### config.mk
export PLATFORM = sky130hd
export DESIGN_NAME = manchester_deframer
export DESIGN_NICKNAME = d
export VERILOG_FILES = /design/src/rtl/manchester_deframer.sv
export SDC_FILE = /design/constraint.sdc
export NUM_CORES = 1
export LEC_CHECK = 0
export ABC_AREA = 1
export CORE_MARGIN = 5
export CORE_UTILIZATION = 55
export CTS_BUF_LIST = sky130_fd_sc_hd__clkbuf_8
export DETAILED_ROUTE_END_ITERATION = 8
export GPL_ROUTABILITY_DRIVEN = 0
export GPL_TIMING_DRIVEN = 0
export PLACE_DENSITY = 0.87
export SETUP_SLACK_MARGIN = 0.4
export SKIP_LAST_GASP = 1
export SLEW_MARGIN = 20
export SYNTH_ARGS = -nofsm -noshare
export SYNTH_HDL_FRONTEND = slang
export SYNTH_SLANG_ARGS = --single-unit
### constraint.sdc
create_clock -name clk -period 4.66 [get_ports clk]
set_input_delay 0.466 -clock clk [delete_from_list [all_inputs] [get_ports clk]]
set_output_delay 0.466 -clock clk [all_outputs]
set_load 0.01 [all_outputs]
### src/rtl/manchester_deframer.sv
// manchester_deframer: byte-level receive path behind the Manchester decoder.
// Hunts for the sync byte at any bit alignment. It then reads a length byte
// and delivers the payload bytes MSB first. It also flags start/end of frame
// and framing errors.
// Build option: define MANCH_DEFRAME_CHECKSUM_EN to expect a trailing XOR
// checksum byte after the payload. The checksum is verified in a CHECK state.
module manchester_deframer #(
  parameter logic [7:0] SYNC    = 8'hD5,
  parameter int         MAX_LEN = 64,
  parameter int         TMO_CYC = 1024
) (
  input  logic       clk,
  input  logic       rst,
  input  logic       d_decod,
  input  logic       bit_en,
  output logic [7:0] byte_out,
  output logic       byte_vld,
  output logic       sof,
  output logic       eof,
  output logic       frm_err,
  output logic       busy
);

  localparam int            TW       = $clog2(TMO_CYC + 1);
  localparam logic [TW-1:0] TMO_LAST = TW'(TMO_CYC - 1);

  typedef enum logic [1:0] {
    S_HUNT    = 2'd0,
    S_LEN     = 2'd1,
    S_PAYLOAD = 2'd2
`ifdef MANCH_DEFRAME_CHECKSUM_EN
    , S_CHECK = 2'd3
`endif
  } state_t;

  state_t          r_state, w_state_next;
  logic [7:0]      r_sr, w_sr_next;
  logic [2:0]      r_bitcnt, w_bitcnt_next;
  logic [7:0]      r_len, w_len_next;
  logic [7:0]      r_rem, w_rem_next;
  logic [TW-1:0]   r_tmo, w_tmo_next;
  logic [7:0]      r_byte_out, w_byte_out_next;
  logic            r_vld, w_vld_next;
  logic            r_sof, w_sof_next;
  logic            r_eof, w_eof_next;
  logic            r_err, w_err_next;
`ifdef MANCH_DEFRAME_CHECKSUM_EN
  logic [7:0]      r_xor, w_xor_next;
`endif

  logic [7:0]      w_sr_shift;
  logic            w_byte_done;

  // Candidate shift-register value; every comparison looks at the post-shift byte
  assign w_sr_shift  = {r_sr[6:0], d_decod};
  assign w_byte_done = bit_en && (r_bitcnt == 3'd7);

  // Next-state, datapath and output-pulse decode
  always_comb begin
    w_state_next    = r_state;
    w_sr_next       = bit_en ? w_sr_shift : r_sr;
    w_bitcnt_next   = r_bitcnt;
    w_len_next      = r_len;
    w_rem_next      = r_rem;
    w_tmo_next      = '0;
    w_byte_out_next = r_byte_out;
    w_vld_next      = 1'b0;
    w_sof_next      = 1'b0;
    w_eof_next      = 1'b0;
    w_err_next      = 1'b0;
`ifdef MANCH_DEFRAME_CHECKSUM_EN
    w_xor_next      = r_xor;
`endif

    case (r_state)
      S_HUNT: begin
        // Sliding compare on every bit gives alignment at any bit offset
        if (bit_en && (w_sr_shift == SYNC)) begin
          w_state_next  = S_LEN;
          w_bitcnt_next = 3'd0;
        end
      end

      default: begin
        // In-frame states share bit counting and the idle-line timeout
        if (bit_en) begin
          w_bitcnt_next = r_bitcnt + 3'd1;
        end else if (r_tmo == TMO_LAST) begin
          w_err_next    = 1'b1;
          w_state_next  = S_HUNT;
          w_sr_next     = 8'h00;
          w_bitcnt_next = 3'd0;
        end else begin
          w_tmo_next = r_tmo + TW'(1);
        end

        if (w_byte_done) begin
          case (r_state)
            S_LEN: begin
              w_len_next = w_sr_shift;
              if ((w_sr_shift == 8'h00) || (int'(w_sr_shift) > MAX_LEN)) begin
                w_err_next   = 1'b1;
                w_state_next = S_HUNT;
                w_sr_next    = 8'h00;
              end else begin
                w_state_next = S_PAYLOAD;
                w_rem_next   = w_sr_shift;
`ifdef MANCH_DEFRAME_CHECKSUM_EN
                w_xor_next   = 8'h00;
`endif
              end
            end

            S_PAYLOAD: begin
              w_byte_out_next = w_sr_shift;
              w_vld_next      = 1'b1;
              w_sof_next      = (r_rem == r_len);
              w_rem_next      = r_rem - 8'd1;
`ifdef MANCH_DEFRAME_CHECKSUM_EN
              w_xor_next      = r_xor ^ w_sr_shift;
              if (r_rem == 8'd1) begin
                w_state_next = S_CHECK;
              end
`else
              if (r_rem == 8'd1) begin
                w_eof_next   = 1'b1;
                w_state_next = S_HUNT;
                w_sr_next    = 8'h00;
              end
`endif
            end

`ifdef MANCH_DEFRAME_CHECKSUM_EN
            S_CHECK: begin
              w_eof_next   = 1'b1;
              w_err_next   = (w_sr_shift != r_xor);
              w_state_next = S_HUNT;
              w_sr_next    = 8'h00;
            end
`endif

            default: ;
          endcase
        end
      end
    endcase
  end

  // State register
  always_ff @(posedge clk) begin
    if (rst) begin
      r_state <= S_HUNT;
    end else begin
      r_state <= w_state_next;
    end
  end

  // Datapath and registered output pulses
  always_ff @(posedge clk) begin
    if (rst) begin
      r_sr       <= 8'h00;
      r_bitcnt   <= 3'd0;
      r_len      <= 8'h00;
      r_rem      <= 8'h00;
      r_tmo      <= '0;
      r_byte_out <= 8'h00;
      r_vld      <= 1'b0;
      r_sof      <= 1'b0;
      r_eof      <= 1'b0;
      r_err      <= 1'b0;
`ifdef MANCH_DEFRAME_CHECKSUM_EN
      r_xor      <= 8'h00;
`endif
    end else begin
      r_sr       <= w_sr_next;
      r_bitcnt   <= w_bitcnt_next;
      r_len      <= w_len_next;
      r_rem      <= w_rem_next;
      r_tmo      <= w_tmo_next;
      r_byte_out <= w_byte_out_next;
      r_vld      <= w_vld_next;
      r_sof      <= w_sof_next;
      r_eof      <= w_eof_next;
      r_err      <= w_err_next;
`ifdef MANCH_DEFRAME_CHECKSUM_EN
      r_xor      <= w_xor_next;
`endif
    end
  end

  // Pulses are masked while reset is held so none can escape during rst
  assign byte_out = r_byte_out;
  assign byte_vld = r_vld & ~rst;
  assign sof      = r_sof & ~rst;
  assign eof      = r_eof & ~rst;
  assign frm_err  = r_err & ~rst;
  assign busy     = (r_state != S_HUNT);

endmodule
After elaboration in Yosys (flattened, before gate mapping)

Index checks and enable logic that the tools add are counted.

Add/sub/neg operators: 3
$lt $le $gt $ge: 1
Equality and inequality tests: 9
Muxes and demuxes: 29
Bitwise gates (word level): 8
Reductions and logical operators: 16

Operator list:

| kind                                                                    | number |
|---|---|
| 8-bit 2-to-1 mux                                                        | 8 |
| 8-bit one-hot mux with 2 select lines                                   | 2 |
| 2-bit 2-to-1 mux                                                        | 7 |
| 3-bit 2-to-1 mux                                                        | 4 |
| 11-bit by 1-bit adder with 11-bit output, second input constant         | 1 |
| 11-bit by 10-bit equality test with 1-bit output, second input constant | 1 |
| 8-bit by 1-bit equality test with 1-bit output, second input constant   | 1 |
| 8-bit equality test                                                     | 1 |
| 8-bit equality test, second input constant                              | 1 |
| 8-bit by 7-bit > comparator with 1-bit output, second input constant    | 1 |
| 8-bit logical NOT                                                       | 1 |
| 4-bit OR reduction                                                      | 2 |
| 8-bit by 1-bit subtractor with 8-bit output, second input constant      | 1 |
| 1-bit 2-to-1 mux                                                        | 7 |
| 3-bit AND reduction                                                     | 2 |
| 1-bit bitwise AND                                                       | 4 |
| 2-bit inequality test, second input constant                            | 2 |
| 1-bit inverter                                                          | 4 |
| 2-bit one-hot mux with 2 select lines                                   | 1 |
| 4-bit AND reduction                                                     | 1 |
| 2-bit nonzero test                                                      | 2 |
| 3-bit by 1-bit adder with 3-bit output, second input constant           | 1 |
| 3-bit equality test, second input constant                              | 1 |
| 3-bit nonzero test                                                      | 1 |
| 8 further kinds                                                         | 9 |

Register bits after elaboration: 52
Word-level logic and storage cells: 77

Longest topological paths before layout

Word-level depth: 7
Mapped depth: 11
Depth with buffers taken out: 11

Worst setup path before layout

OpenSTA, ideal clock, no wires.

Path kind: input-to-output
Start: in rst
End: out byte_vld
Data arrival time: 1135 ps
Required time: 4194 ps
Setup slack: 3059 ps
Cell stages on the path: 3
Buffers on the path: 2
Path through: clkbuf_1 clkbuf_1 nor2_1

Cells in the longest elaborated chain, start to end: 2

RTL lines:

| what              | RTL line | source |
|---|---|---|
| start, declared   | 13       | `input logic rst,` |
| 1-bit inverter    | 193      | `assign byte_vld = r_vld & ~rst;` |
| 1-bit bitwise AND | 193      |  |
| end, declared     | 17       | `output logic byte_vld,` |

Every way passes these cells.

Worst setup path in the final report

Start: in rst
End: out frm_err

Cells in the longest elaborated chain, start to end: 2

RTL lines:

| what              | RTL line | source |
|---|---|---|
| 1-bit inverter    | 196      | `assign frm_err = r_err & ~rst;` |
| 1-bit bitwise AND | 196      |  |
| end, declared     | 20       | `output logic frm_err,` |

Every way passes these cells.

==> flow_metrics.tcl <==
set metrics [dict create \
    die_w_um 78.6 \
    async_flop_share_pct 0 \
    area_delta_synth_final_pct 13.5 \
    vdd_drop_max_v 0.000188 \
    synth_cell_types 36 \
    drt_iter0_drc 269 \
    multi_input_area_um2 1360 \
    syn_area_um2 2590 \
    start_util_pct 55.6 \
    r2r_slack_ps 2990 \
    clock_latency_ps 300 \
    die_area_um2 6180 \
    grt-ovfl-total 0 \
    io_buffers 16 \
    power.share.clock_pct 40.2 \
    r2r_end "r_len[3]" \
    min_period_ps 2820 \
    report.final.slew_viol_count 0 \
    grt_max_degree 17 \
    die_h_um 78.6 \
    r2r_cells 8 \
    via_per_inst 5.45 \
    power.internal_mw 0.629 \
    drc_errors 0 \
    vias 2332 \
    dr.pass1.iters 4 \
    syn_area_per_cell_um2 7.40 \
    num_rows 25 \
    ys.flop_type "dfxtp_1" \
    finalHoldViolations 0 \
    tightest_slew_ps 546 \
    grtUsageTotal_pct 19.6 \
    htreeDepth 2 \
    critPathMaxFanout 10 \
    routedWlPerCell_um 13.1 \
    numCtsBuffers 5 \
    grt_pass1_wl_um 9650 \
    cts_tree "done" \
    drive_above_1_share_pct 9.89 \
    fin_nets 385 \
    root_buffer "clkbuf_8" \
    setup.worst_path.end "frm_err" \
    syn_inst 350 \
    run_status "completed" \
    yosys_warnings 0 \
    relSlewSlack_pct 63.6 \
    final.setup.tns_ps 0 \
    crit_start "rst" \
    rsz0062_at_grt "no" \
    cp-end-kind "output pin" \
    diodes 0 \
    fin_crit_sh_pct 60.6 \
    yosysSeqAreaShare_pct 39.4 \
    worstPathRequired_ps 4190 \
    fill_cells 376 \
    rr_startpoint "r_state[0]" \
    first_global_vias 2214 \
    hp-class "flop to flop" \
    maxCapViolCount 0 \
    powerDensity_nw_per_um2 275 \
    mappedNetlistNets 362 \
    clk_pin_slew_worst_paths_ps 90 \
    grt_antenna_before_repair 0 \
    synth-seq-cells 51 \
    dp.cells 420 \
    layout.cells.non_filler 428 \
    wl_um 5620 \
    sw_frac_of_total_pct 22.2 \
    leakagePower_nw 1.21 \
    final-setup-viol-count 0 \
    cts_sinks 51 \
    clock_skew_ps 4.19 \
    hpwl_um 4160 \
    worstSetupPathType "input pin to output pin" \
    synth-edff-count 0 \
    clk_path_buf_depth 2 \
    power.switching_mw 0.180 \
    power_mw 0.808 \
    start_kind "input pin" \
    holdBufCountCts 0 \
    seqCellArea_um2 1020 \
    io_pins 17 \
    arrival_ps 2360 \
    cts_resized 0 \
    timing.fmax_mhz 354 \
    post_cts_buffers 0 \
    antenna_left 0 \
    core_area_um2 4660 \
    seqPwrFrac_pct 55.1 \
    pwr-share-comb_pct 4.8 \
]
## flip-flops by register name, indices dropped and copies added, names as in the netlist
register	count
r_bitcnt	3
r_err	1
r_sof	1
r_sr	7
r_eof	1
r_rem	8
byte_out	8
r_tmo	11
r_vld	1
r_len	8
r_state	2
## layout make-up
| type | count | area share [%] |
|---|---|---|
| clock buffers | 6 | 2.81 |
| inverters | 35 | 4.51 |
| flip-flops and latches | 51 | 34.7 |
| repair buffers | 16 | 5.45 |
| clock inverters | 2 | 1.32 |
| plain buffers | 11 | 2.68 |
| well taps | 54 | 2.30 |
| multi-input cells | 253 | 46.2 |
## cell usage in the layout (no fill, tap or decap), drive strengths merged
| cell | instances |
|---|---|
| and3 | 1 |
| a21boi | 1 |
| inv | 34 |
| a21oi | 40 |
| a31oi | 1 |
| clkinv | 2 |
| nand3b | 1 |
| o211ai | 1 |
| nand4 | 7 |
| nand3 | 28 |
| nand2 | 78 |
| buf | 6 |
| nor2 | 46 |
| xnor2 | 3 |
| ha | 8 |
| or2 | 2 |
| dfxtp | 51 |
| clkbuf | 11 |
| nor3 | 6 |
| bufinv | 1 |
| nor3b | 2 |
| o21ai | 20 |
| clkdlybuf4s50 | 16 |
| xor2 | 8 |
## stage by stage
stage	cell area, um^2	setup WS [ps]	hold slack [ps]	util, %
2_1_floorplan	2590	3060	418	-
3_3_place_gp	2820	1860	433	60.5
3_5_place_dp	2820	1850	451	60.5
4_1_cts	2940	1840	464	63.1
5_1_grt	2940	1750	476	63.1
6_report	2940	1840	461	63.1
## layer usage
layer,global-route usage [%],vias to the layer above,wire [um],part of all wire (%)
met1,22.3,1065,2450,44
met5,0,-,0,0
met2,33.7,67,2740,49
met3,5.05,17,296,5.3
met4,9.62,0,136,2.4
li1,-,1183,-,-
## power by group through the flow
stage | registers [mW] | logic, mW | clock network [mW]
CTS | 0.445 | 0.0381 | 0.330
finish | 0.445 | 0.0385 | 0.325
global placement | 0.455 | 0.0367 | 0
detailed placement | 0.455 | 0.0372 | 0
floorplan | 0.453 | 0.0259 | 0
global route | 0.446 | 0.0425 | 0.349
## worst min path at each step
stage,from,to,depth (start not counted)
finish,byte_out[4],byte_out[4],2
global route,byte_out[4],byte_out[4],2
CTS,byte_out[4],byte_out[4],2
detailed placement,byte_out[4],byte_out[4],2
global placement,r_tmo[0],r_tmo[0],1
floorplan,r_tmo[0],r_tmo[0],1
## cells in the mapped netlist (all sizes together) (3+ instances only)
library cell / instances / share of area [%]
nand2: 78 / 14
dfxtp: 51 / 39
nor2: 46 / 7.6
a21oi: 40 / 8.7
inv: 33 / 4.8
nand3: 28 / 5.4
o21ai: 20 / 4.0
ha: 8 / 3.9
xor2: 8 / 2.7
nand4: 7 / 1.7
buf: 6 / 1.9
nor3: 6 / 1.2
clkbuf: 5 / 1.1
xnor2: 3 / 1.0
## critical path, stage by stage
cell and delay [ps]:
clkdlybuf4s50_1 490, clkbuf_1 370, clkbuf_1 410, nor2_1 120, clkdlybuf4s50_1 500
## cell families (layout without fill, tap and decap cells)
| family | Yosys count | after routing | synth area share, % |
|---|---|---|---|
| adders and majority gates | 8 | 8 | 3.86 |
| AOI/OAI and AO/OA | 63 | 63 | 13.6 |
| buffers and inverters | 46 | 70 | 8.16 |
| DFF | 51 | 51 | 39.4 |
| and+or+nand+nor | 171 | 171 | 31.3 |
| xor gates and xnor gates | 11 | 11 | 3.72 |
No activity file was read; power rests on OpenSTA's default activity.
